==> src/rtl/gt_rx_block_lock_pkg.sv <==
// Shared 64B/66B block-lock definitions: sync header codes, FSM states,
// and the counter-width helper used by the lock controller.
package gt_rx_block_lock_pkg;

    localparam logic [1:0] SH_DATA = 2'b01;
    localparam logic [1:0] SH_CTRL = 2'b10;

    typedef enum logic [2:0] {
        ST_IDLE   = 3'd0,
        ST_SEARCH = 3'd1,
        ST_SLIP   = 3'd2,
        ST_WAIT   = 3'd3,
        ST_LOCKED = 3'd4
    } state_t;

    // A valid 64B/66B sync header is either data (01) or control (10).
    function automatic logic sh_good(input logic [1:0] sh);
        return (sh == SH_DATA) || (sh == SH_CTRL);
    endfunction

    // Bits needed to count 0..n-1, never less than one.
    function automatic int cnt_w(input int n);
        return ($clog2(n) < 1) ? 1 : $clog2(n);
    endfunction

endpackage

==> src/rtl/gt_rx_block_lock_if.sv <==
// GT-side receive bundle for one channel: raw GT RX inputs plus the
// lock status and lock-qualified output stream of the block-lock controller.
interface gt_rx_block_lock_if;

    logic        i_rx_done;
    logic [63:0] i_rxdata;
    logic        i_rxdatavalid;
    logic [1:0]  i_rxheader;
    logic        i_rxheadervalid;

    logic        o_rxgearboxslip;
    logic        o_block_lock;
    logic        o_lock_lost;
    logic [15:0] o_slip_cnt;
    logic [63:0] o_rxdata;
    logic [1:0]  o_rxheader;
    logic        o_rxvalid;

    // GT / upstream side: drives the raw receive signals.
    modport master (
        output i_rx_done, i_rxdata, i_rxdatavalid, i_rxheader, i_rxheadervalid,
        input  o_rxgearboxslip, o_block_lock, o_lock_lost, o_slip_cnt,
               o_rxdata, o_rxheader, o_rxvalid
    );

    // Block-lock controller side.
    modport slave (
        input  i_rx_done, i_rxdata, i_rxdatavalid, i_rxheader, i_rxheadervalid,
        output o_rxgearboxslip, o_block_lock, o_lock_lost, o_slip_cnt,
               o_rxdata, o_rxheader, o_rxvalid
    );

endinterface

==> src/rtl/gt_rx_block_lock.sv <==
// Per-channel 64B/66B receive block-lock controller (GT RX user-clock domain).
// Hunts for sync-header alignment by pulsing rxgearboxslip, declares lock after
// LOCK_CNT consecutive good headers, and drops lock when BAD_MAX bad headers
// land inside one WINDOW-beat monitoring window.
module gt_rx_block_lock
    import gt_rx_block_lock_pkg::*;
#(
    parameter int          LOCK_CNT  = 64,
    parameter int          WINDOW    = 64,
    parameter int          BAD_MAX   = 16,
    parameter int          SLIP_WAIT = 32,
    parameter logic [15:0] SLIP_SAT  = 16'hFFFF   // slip counter saturation value
) (
    input  logic               i_rx_clk,
    input  logic               i_rx_reset,
    gt_rx_block_lock_if.slave  rx
);

    localparam int GW = cnt_w(LOCK_CNT);
    localparam int WW = cnt_w(WINDOW);
    localparam int BW = cnt_w(BAD_MAX);
    localparam int SW = cnt_w(SLIP_WAIT);

    state_t        state;
    logic [GW-1:0] good_cnt;
    logic [WW-1:0] win_cnt;
    logic [BW-1:0] bad_cnt;
    logic [SW-1:0] wait_cnt;
    logic [15:0]   slip_cnt;

    logic          gbslip;
    logic          block_lock;
    logic          lock_lost;
    logic          rxvalid;
    logic [63:0]   rxdata_q;
    logic [1:0]    rxheader_q;

    logic          hdr_good;
    logic          hdr_bad;

    // Header classification; beats without headervalid are neither good nor bad.
    assign hdr_good = rx.i_rxheadervalid &  sh_good(rx.i_rxheader);
    assign hdr_bad  = rx.i_rxheadervalid & ~sh_good(rx.i_rxheader);

    // Datapath: data and header are re-registered every cycle, lock or not.
    always_ff @(posedge i_rx_clk) begin
        if (i_rx_reset) begin
            rxdata_q   <= '0;
            rxheader_q <= '0;
        end else begin
            rxdata_q   <= rx.i_rxdata;
            rxheader_q <= rx.i_rxheader;
        end
    end

    // Lock FSM with its good/window/bad/wait counters and registered status outputs.
    always_ff @(posedge i_rx_clk) begin
        if (i_rx_reset) begin
            state      <= ST_IDLE;
            good_cnt   <= '0;
            win_cnt    <= '0;
            bad_cnt    <= '0;
            wait_cnt   <= '0;
            slip_cnt   <= '0;
            gbslip     <= 1'b0;
            block_lock <= 1'b0;
            lock_lost  <= 1'b0;
            rxvalid    <= 1'b0;
        end else begin
            gbslip    <= 1'b0;
            lock_lost <= 1'b0;
            rxvalid   <= rx.i_rxdatavalid & (state == ST_LOCKED) & rx.i_rx_done;

            // The slip pulse is issued from the SLIP cycle even if rx_done drops
            // at the same time, so a decided slip is never lost.
            if (state == ST_SLIP) begin
                gbslip <= 1'b1;
                if (slip_cnt != SLIP_SAT)
                    slip_cnt <= slip_cnt + 16'd1;
            end

            if (!rx.i_rx_done) begin
                state      <= ST_IDLE;
                block_lock <= 1'b0;
                good_cnt   <= '0;
                win_cnt    <= '0;
                bad_cnt    <= '0;
                wait_cnt   <= '0;
            end else begin
                case (state)
                    ST_IDLE: begin
                        state    <= ST_SEARCH;
                        good_cnt <= '0;
                    end
                    ST_SEARCH: begin
                        if (hdr_good) begin
                            if (good_cnt == GW'(LOCK_CNT - 1)) begin
                                state      <= ST_LOCKED;
                                block_lock <= 1'b1;
                                good_cnt   <= '0;
                                win_cnt    <= '0;
                                bad_cnt    <= '0;
                            end else begin
                                good_cnt <= good_cnt + 1'b1;
                            end
                        end else if (hdr_bad) begin
                            state    <= ST_SLIP;
                            good_cnt <= '0;
                        end
                    end
                    ST_SLIP: begin
                        state    <= ST_WAIT;
                        wait_cnt <= '0;
                    end
                    ST_WAIT: begin
                        // Gearbox settling time: headers are meaningless here.
                        if (wait_cnt == SW'(SLIP_WAIT - 1)) begin
                            state    <= ST_SEARCH;
                            wait_cnt <= '0;
                            good_cnt <= '0;
                        end else begin
                            wait_cnt <= wait_cnt + 1'b1;
                        end
                    end
                    ST_LOCKED: begin
                        if (rx.i_rxheadervalid) begin
                            // Loss of lock is tested first so it wins over a window end.
                            if (hdr_bad && bad_cnt == BW'(BAD_MAX - 1)) begin
                                state      <= ST_SLIP;
                                block_lock <= 1'b0;
                                lock_lost  <= 1'b1;
                                win_cnt    <= '0;
                                bad_cnt    <= '0;
                            end else if (win_cnt == WW'(WINDOW - 1)) begin
                                win_cnt <= '0;
                                bad_cnt <= '0;
                            end else begin
                                win_cnt <= win_cnt + 1'b1;
                                if (hdr_bad)
                                    bad_cnt <= bad_cnt + 1'b1;
                            end
                        end
                    end
                    default: state <= ST_IDLE;
                endcase
            end
        end
    end

    assign rx.o_rxgearboxslip = gbslip;
    assign rx.o_block_lock    = block_lock;
    assign rx.o_lock_lost     = lock_lost;
    assign rx.o_slip_cnt      = slip_cnt;
    assign rx.o_rxdata        = rxdata_q;
    assign rx.o_rxheader      = rxheader_q;
    assign rx.o_rxvalid       = rxvalid;

endmodule
==> src/flat_wrapper.sv <==
// flat-port wrapper written by rule: the top's interface ports become plain ports
module gt_rx_block_lock_flat import gt_rx_block_lock_pkg::*;
#(
    parameter int          LOCK_CNT  = 64,
    parameter int          WINDOW    = 64,
    parameter int          BAD_MAX   = 16,
    parameter int          SLIP_WAIT = 32,
    parameter logic [15:0] SLIP_SAT  = 16'hFFFF                                   
)
  (i_rx_clk, i_rx_reset, rx_i_rx_done, rx_i_rxdata, rx_i_rxdatavalid, rx_i_rxheader, rx_i_rxheadervalid, rx_o_rxgearboxslip, rx_o_block_lock, rx_o_lock_lost, rx_o_slip_cnt, rx_o_rxdata, rx_o_rxheader, rx_o_rxvalid);
  gt_rx_block_lock_if rx_i ();
  input  logic i_rx_clk;
  input  logic i_rx_reset;
  input wire logic [$bits(rx_i.i_rx_done)-1:0] rx_i_rx_done;
  input wire logic [$bits(rx_i.i_rxdata)-1:0] rx_i_rxdata;
  input wire logic [$bits(rx_i.i_rxdatavalid)-1:0] rx_i_rxdatavalid;
  input wire logic [$bits(rx_i.i_rxheader)-1:0] rx_i_rxheader;
  input wire logic [$bits(rx_i.i_rxheadervalid)-1:0] rx_i_rxheadervalid;
  output wire logic [$bits(rx_i.o_rxgearboxslip)-1:0] rx_o_rxgearboxslip;
  output wire logic [$bits(rx_i.o_block_lock)-1:0] rx_o_block_lock;
  output wire logic [$bits(rx_i.o_lock_lost)-1:0] rx_o_lock_lost;
  output wire logic [$bits(rx_i.o_slip_cnt)-1:0] rx_o_slip_cnt;
  output wire logic [$bits(rx_i.o_rxdata)-1:0] rx_o_rxdata;
  output wire logic [$bits(rx_i.o_rxheader)-1:0] rx_o_rxheader;
  output wire logic [$bits(rx_i.o_rxvalid)-1:0] rx_o_rxvalid;
  assign rx_i.i_rx_done = rx_i_rx_done;
  assign rx_i.i_rxdata = rx_i_rxdata;
  assign rx_i.i_rxdatavalid = rx_i_rxdatavalid;
  assign rx_i.i_rxheader = rx_i_rxheader;
  assign rx_i.i_rxheadervalid = rx_i_rxheadervalid;
  assign rx_o_rxgearboxslip = rx_i.o_rxgearboxslip;
  assign rx_o_block_lock = rx_i.o_block_lock;
  assign rx_o_lock_lost = rx_i.o_lock_lost;
  assign rx_o_slip_cnt = rx_i.o_slip_cnt;
  assign rx_o_rxdata = rx_i.o_rxdata;
  assign rx_o_rxheader = rx_i.o_rxheader;
  assign rx_o_rxvalid = rx_i.o_rxvalid;
  gt_rx_block_lock #(.LOCK_CNT(LOCK_CNT), .WINDOW(WINDOW), .BAD_MAX(BAD_MAX), .SLIP_WAIT(SLIP_WAIT), .SLIP_SAT(SLIP_SAT)) u_core (.i_rx_clk(i_rx_clk), .i_rx_reset(i_rx_reset), .rx(rx_i));
endmodule
==> config.mk <==
export PLATFORM = sky130hd
export DESIGN_NAME = gt_rx_block_lock_flat
export DESIGN_NICKNAME = d
export VERILOG_FILES = /design/src/rtl/gt_rx_block_lock_pkg.sv /design/src/rtl/gt_rx_block_lock_if.sv /design/src/rtl/gt_rx_block_lock.sv /design/src/flat_wrapper.sv
export SDC_FILE = /design/constraint.sdc
export NUM_CORES = 1
export LEC_CHECK = 0
export ABC_AREA = 1
export CORE_AREA = 2 2 115 106
export CTS_CLUSTER_DIAMETER = 80
export DETAILED_ROUTE_END_ITERATION = 10
export DIE_AREA = 0 0 117 108
export HOLD_SLACK_MARGIN = 0.15
export PLACE_DENSITY = 0.72
export SYNTH_ARGS = -nofsm -noshare
export SYNTH_HDL_FRONTEND = slang
export SYNTH_SLANG_ARGS = --single-unit
==> constraint.sdc <==
create_clock -name i_rx_clk -period 1.6 [get_ports i_rx_clk]
set_input_delay 0.32 -clock i_rx_clk [delete_from_list [all_inputs] [get_ports i_rx_clk]]
set_output_delay 0.32 -clock i_rx_clk [all_outputs]
set_load 0.02 [all_outputs]
# Yosys cells after proc, flatten, opt, wreduce, memory -nomap -nowiden
# Cells that the tools add are included.
[classes] n_reduce_logical=14 n_bitwise=8 n_eq_ne=19 mux=34 addsub=5
[ops] op="two-way mux 6 bit" count=9
[ops] op="two-way mux 4 bit" count=6
[ops] op="two-way mux 3 bit" count=6
[ops] op="case mux 6 bit (3 select lines)" count=1
[ops] op="adder 16 x 1 -> 16 bit (second input constant)" count=1
[ops] op="!= test 16 bit (second input constant)" count=1
[ops] op="case mux 3 bit (5 select lines)" count=1
[ops] op="AND reduction 5 bit" count=3
[ops] op="adder 6 x 1 -> 6 bit (second input constant)" count=2
[ops] op="== test 6 bit (second input constant)" count=2
[ops] op="case mux 6 bit (2 select lines)" count=1
[ops] op="case mux 5 bit (2 select lines)" count=1
[ops] op="case mux 4 bit (2 select lines)" count=1
[ops] op="== test 3 x 2 -> 1 bit (second input constant)" count=2
[ops] op="two-way mux 1 bit" count=6
[ops] op="!= test 2 x 1 -> 1 bit (second input constant)" count=3
[ops] op="adder 5 x 1 -> 5 bit (second input constant)" count=1
[ops] op="== test 5 bit (second input constant)" count=1
[ops] op="two-way mux 5 bit" count=1
[ops] op="adder 4 x 1 -> 4 bit (second input constant)" count=1
[ops] op="bitwise AND 1 bit" count=4
[ops] op="== test 4 bit (second input constant)" count=1
[ops] op="!= test 2 bit (second input constant)" count=2
[ops] op="!= test 4 x 3 -> 1 bit (second input constant)" count=1
[ops] op="other kinds (18)" count=22
[word_totals] output_inout_bits=86 elab_cells=92 reg_bits=110

# Logic depth before layout (Yosys ltp)
[depth] depth_word=9 depth_mapped=12 depth_no_buf=12

# Worst setup path before layout
# OpenSTA, ideal clock, no wires.
[synth_timing] path_type="register to register" from="register u_core.slip_cnt[1] (netlist: u_core.rx.o_slip_cnt[1])" to="register u_core.slip_cnt[1] (netlist: u_core.rx.o_slip_cnt[1])" path_stages_with_launch=10 n_path_buf=1 required_time_ps=1484 slack_ps=-18 t_arrival_ps=1502 setup_time_ps=116 cell_sequence="dfxtp_1 -> ha_1 -> inv_1 -> nor2_4 -> nand2_2 -> o21ai_4 -> inv_4 -> buf_8 -> nor2_1 -> nor2_1"
[synth_between] elab_chain_len=2 elab_cells_between_ends=3
[synth_rtl] item="from (decl)" line="gt_rx_block_lock.sv:29" text="logic [15:0] slip_cnt;"
[synth_rtl] item="from (signal assigned)" line="gt_rx_block_lock.sv:79" text="slip_cnt <= slip_cnt + 16'd1;"
[synth_rtl] item="branches (longest 2 deep; another with adder 16 x 1 -> 16 bit)"
# Parallel ways; which one is timed is not known.
# A chain may end at the register's enable or synchronous reset.

# Worst setup path in the final report
[layout_timing] from="register u_core.rxdata_q[24] (netlist: u_core.rx.o_rxdata[24])" to="output port rx_o_rxdata[24]"
[layout_rtl] item="from (decl)" line="gt_rx_block_lock.sv:35" text="logic [63:0] rxdata_q;"
[layout_rtl] item="from (signal assigned)" line="gt_rx_block_lock.sv:51" text="rxdata_q <= rx.i_rxdata;"
[layout_rtl] item="to (decl)" line="flat_wrapper.sv:23" text="output wire logic [$bits(rx_i.o_rxdata)-1:0] rx_o_rxdata;"
# No word-level cell between the ends.

==> impl_table.tex <==
\begin{tabular}{lr}
\hline
Metric & Value \\
\hline
\multicolumn{2}{l}{\textbf{Detailed routing}} \\
Wire length per cell & 12.1 um \\
Sum of routed wire length over all layers & 11300 um \\
Number of vias in the routed layout & 4177 \\
DRC violation count after routing & 0 \\
Post-route antenna net violation count & 0 \\
Vias per inst & 4.47 \\
Number of optimization iterations in the first detailed-route pass & 5 \\
DRC marker count from the first detailed-route iteration & 148 \\
\multicolumn{2}{l}{\textbf{Worst setup path}} \\
Data required time at the worst endpoint & 1280 ps \\
Register-to-register setup slack & 20 ps \\
FF-to-FF path depth & 11 \\
Arrival time worst endpoint & 1260 ps \\
Critical Path Slowest Stage Cell & clkdlybuf4s50\_1 \\
Largest fanout of any net on the critical path & 1 \\
Worst Setup End Kind & output pin \\
Peak per-stage delay on the critical path & 600 ps \\
Cells traversed along the worst timing path & clkdlybuf4s50\_1 \\
Buffers and inverters on the worst path & 1 \\
Beginning of the worst register-to-register path & u\_core.wait\_cnt[1] \\
Crit-path leading delay family & buffers and inverters \\
Worst Path Class, Setup & reg2out \\
Reg-to-reg critical path endpoint & u\_core.good\_cnt[3] \\
Startpoint type of the worst setup path & register \\
\multicolumn{2}{l}{\textbf{Timing}} \\
Total of endpoints with negative setup slack in the final report & 0 \\
Number of hold violations in the final report & 0 \\
Final critical path time including I/O delays and setup & 1580 ps \\
Unrepaired setup endpoints after global routing & true \\
Post-route setup slack & 19.1 ps \\
Transition time at the pin with the least slew margin & 349 ps \\
Slew headroom & 0.767 \\
Maximum clock frequency & 633 MHz \\
Final Slew Violations & 0 \\
Final period utilization & 0.988 \\
Largest clock skew in the final design & 6.49 ps \\
\multicolumn{2}{l}{\textbf{Clock network}} \\
Clk pin slew, worst setup/hold paths & 70 ps \\
Total CTS buffers & 9 \\
Root buffer selected by CTS & clkbuf\_16 \\
Clock Sinks & 110 \\
CTS tree & done \\
Maximum buffer depth of the clock tree & 2 \\
Clk Latency, worst-skew pair & 350 ps \\
H-tree lvl count & 3 \\
Cts-stage hold buffer count & 0 \\
\multicolumn{2}{l}{\textbf{Global route}} \\
Global-route wire length before repair & 17000 um \\
Number of antenna violations at the first check in global routing & 0 \\
Via count of the first global-routing pass & 3900 \\
GRT Overall Usage & 0.170 \\
Global-route congestion overflow total & 0 \\
Maximum number of pins on one net before global-route repair & 78 \\
\multicolumn{2}{l}{\textbf{Worst hold path}} \\
Class of the most critical hold timing path & in2reg \\
Hold Path Stages & 4 \\
Hold path endpoint & u\_core.rx.o\_slip\_cnt[8] \\
Beginning of the worst hold path & i\_rx\_reset \\
\multicolumn{2}{l}{\textbf{Layout}} \\
\# nets final & 850 \\
Share of final-layout standard cells stronger than drive strength 1 & 0.167 \\
Synth-to-layout area growth & 54.4\% \\
Number of antenna diodes & 0 \\
Non-Filler Cell Area, Final & 6880 um\^{}2 \\
Number of standard cells in the final layout excluding fillers & 934 \\
\multicolumn{2}{l}{\textbf{Job}} \\
Max Cap Violations & 0 \\
\multicolumn{2}{l}{\textbf{Placed design}} \\
Post-detailed-placement half-perimeter wirelength & 8130 um \\
Worst slack at placement & -351 ps \\
Count of input and output buffers & 156 \\
Total instance count after detailed placement & 906 \\
Routability congestion estimate from global placement & 0.801 \\
Placed cell area & 6330 um\^{}2 \\
\multicolumn{2}{l}{\textbf{Floorplanning}} \\
Initial core utilization & 0.393 \\
Die Footprint & 12600 um\^{}2 \\
Die Y-Extent & 108 um \\
Die Span X & 117 um \\
Placeable core region & 11300 um\^{}2 \\
Total number of placement rows & 37 \\
\# IOs & 157 \\
\multicolumn{2}{l}{\textbf{Yosys}} \\
Post-synth design cell area & 4450 um\^{}2 \\
Synthesized Nets & 662 \\
Share of async-settable or async-resettable flops after synthesis & 0 \\
Synthesized area per cell & 7.61 um\^{}2 \\
Sequential element share of the synthesized area & 0.494 \\
Main area contributors after synthesis & dfxtp\_1 (49\%), nor2\_1 (11\%), inv\_1 (8.4\%) \\
Number of warning messages in the yosys log & 0 \\
Number of distinct library cell variants in the gate-level netlist after synthesis & 31 \\
Top FF cell, synth & dfxtp\_1 \\
Commonest cells post-synth & nor2\_1 (130), dfxtp\_1 (110), inv\_1 (100) \\
Count of flip-flops with a built-in enable after synthesis & 0 \\
Post-synthesis register bit count & 110 \\
Portion of synthesized cell area occupied by the leading cell type & 0.494 \\
Cell type contributing the most total cell area after synthesis & dfxtp\_1 \\
Most frequent cell after synthesis & nor2\_1 \\
Number of cells produced by synthesis & 585 \\
\multicolumn{2}{l}{\textbf{Pwr}} \\
Max VDD drop & 656 uV \\
Leakage power of the design & 3.64 nW \\
Power per cell area & 851 nW/um\^{}2 \\
\multicolumn{2}{l}{\textbf{Status}} \\
Status & complete, no violations \\
\hline
\end{tabular}
-- flip-flops by register name (all words and copies together), names as in the netlist, 2 cells and up --
name / flops
u_core.rx.o_rxheader: 2
u_core.state: 3
u_core.win_cnt: 6
u_core.bad_cnt: 4
u_core.rx.o_slip_cnt: 16
u_core.rx.o_rxdata: 64
u_core.wait_cnt: 5
u_core.good_cnt: 6
-- how the worst max path moves through the flow --
| stage | from | depth (start not counted) | slack (ps) | end |
|---|---|---|---|---|
| global route | u_core.wait_cnt[1] | 9 | -70 | u_core.good_cnt[0] |
| CTS | u_core.rx.o_rxdata[58] | 1 | 1 | rx_o_rxdata[58] |
| detailed placement | rx_i_rxheader[0] | 10 | -350 | u_core.win_cnt[4] |
| floorplan | u_core.wait_cnt[0] | 11 | 60 | u_core.good_cnt[5] |
| finish | u_core.rx.o_rxdata[24] | 1 | 20 | rx_o_rxdata[24] |
| global placement | rx_i_rxheader[0] | 10 | -300 | u_core.win_cnt[4] |
-- metrics by stage --
stage | TNS, ps | utilization | hold slack (ps) | power (mW)
2_1_floorplan | 0 | - | 427 | 3.33
3_5_place_dp | -4840 | 0.558 | 462 | 3.77
5_1_grt | -241 | 0.606 | 397 | 6.10
6_report | 0 | 0.606 | 352 | 5.85
3_3_place_gp | -3770 | 0.558 | 453 | 3.75
4_1_cts | 0 | 0.583 | 350 | 5.91
-- layer usage --
metal	vias up	share of wire	track usage
met5	-	0	0
met4	0	0.013	0.0546
met3	14	0.073	0.0521
met2	120	0.50	0.305
met1	1893	0.42	0.192
li1	2150	-	-
-- placed cells by master (no fill, tap or decap), types with 18 or more instances in the layout --
| master | instances |
|---|---|
| a21oi_1 | 18 |
| dfxtp_1 | 100 |
| clkdlybuf4s50_1 | 72 |
| inv_1 | 98 |
| nand2_1 | 86 |
| dlymetal6s2s_1 | 37 |
| nor2_1 | 123 |
| dlygate4sd2_1 | 46 |
| buf_4 | 29 |
| nand3_1 | 26 |
-- report_power, final --
part	internal, mW	switching (mW)	total (mW)
clock	1.09	1.05	2.14
combinational	0.421	0.423	0.844
sequential	2.84	0.0362	2.87
-- area by class of cell --
cell class | count | area (um^2)
repair buffers | 192 | 1910
clock inverters | 6 | 53.8
flip-flops and latches | 110 | 2220
inverters | 106 | 408
fillers | 974 | 4470
well taps | 156 | 195
clock buffers | 10 | 229
multi-input cells | 354 | 1860
-- repair_timing --
item / CTS / global route
pin swaps: 2 / 8
endpoints found under the setup margin: 53 / 62
gates resized for setup: 51 / 77
setup buffers: 5 / 7
-- cells by family after synthesis --
| family | after synthesis | synth area share |
|---|---|---|
| AND/OR/NAND/NOR | 295 | 0.297 |
| buffers and inverters | 121 | 0.112 |
| flip-flops | 110 | 0.494 |
| AO/OA/AOI/OAI | 44 | 0.0618 |
| XOR/XNOR | 9 | 0.0177 |
| adder cells (fa/ha/maj) | 6 | 0.0169 |
Power figures use the tool's default switching activity.
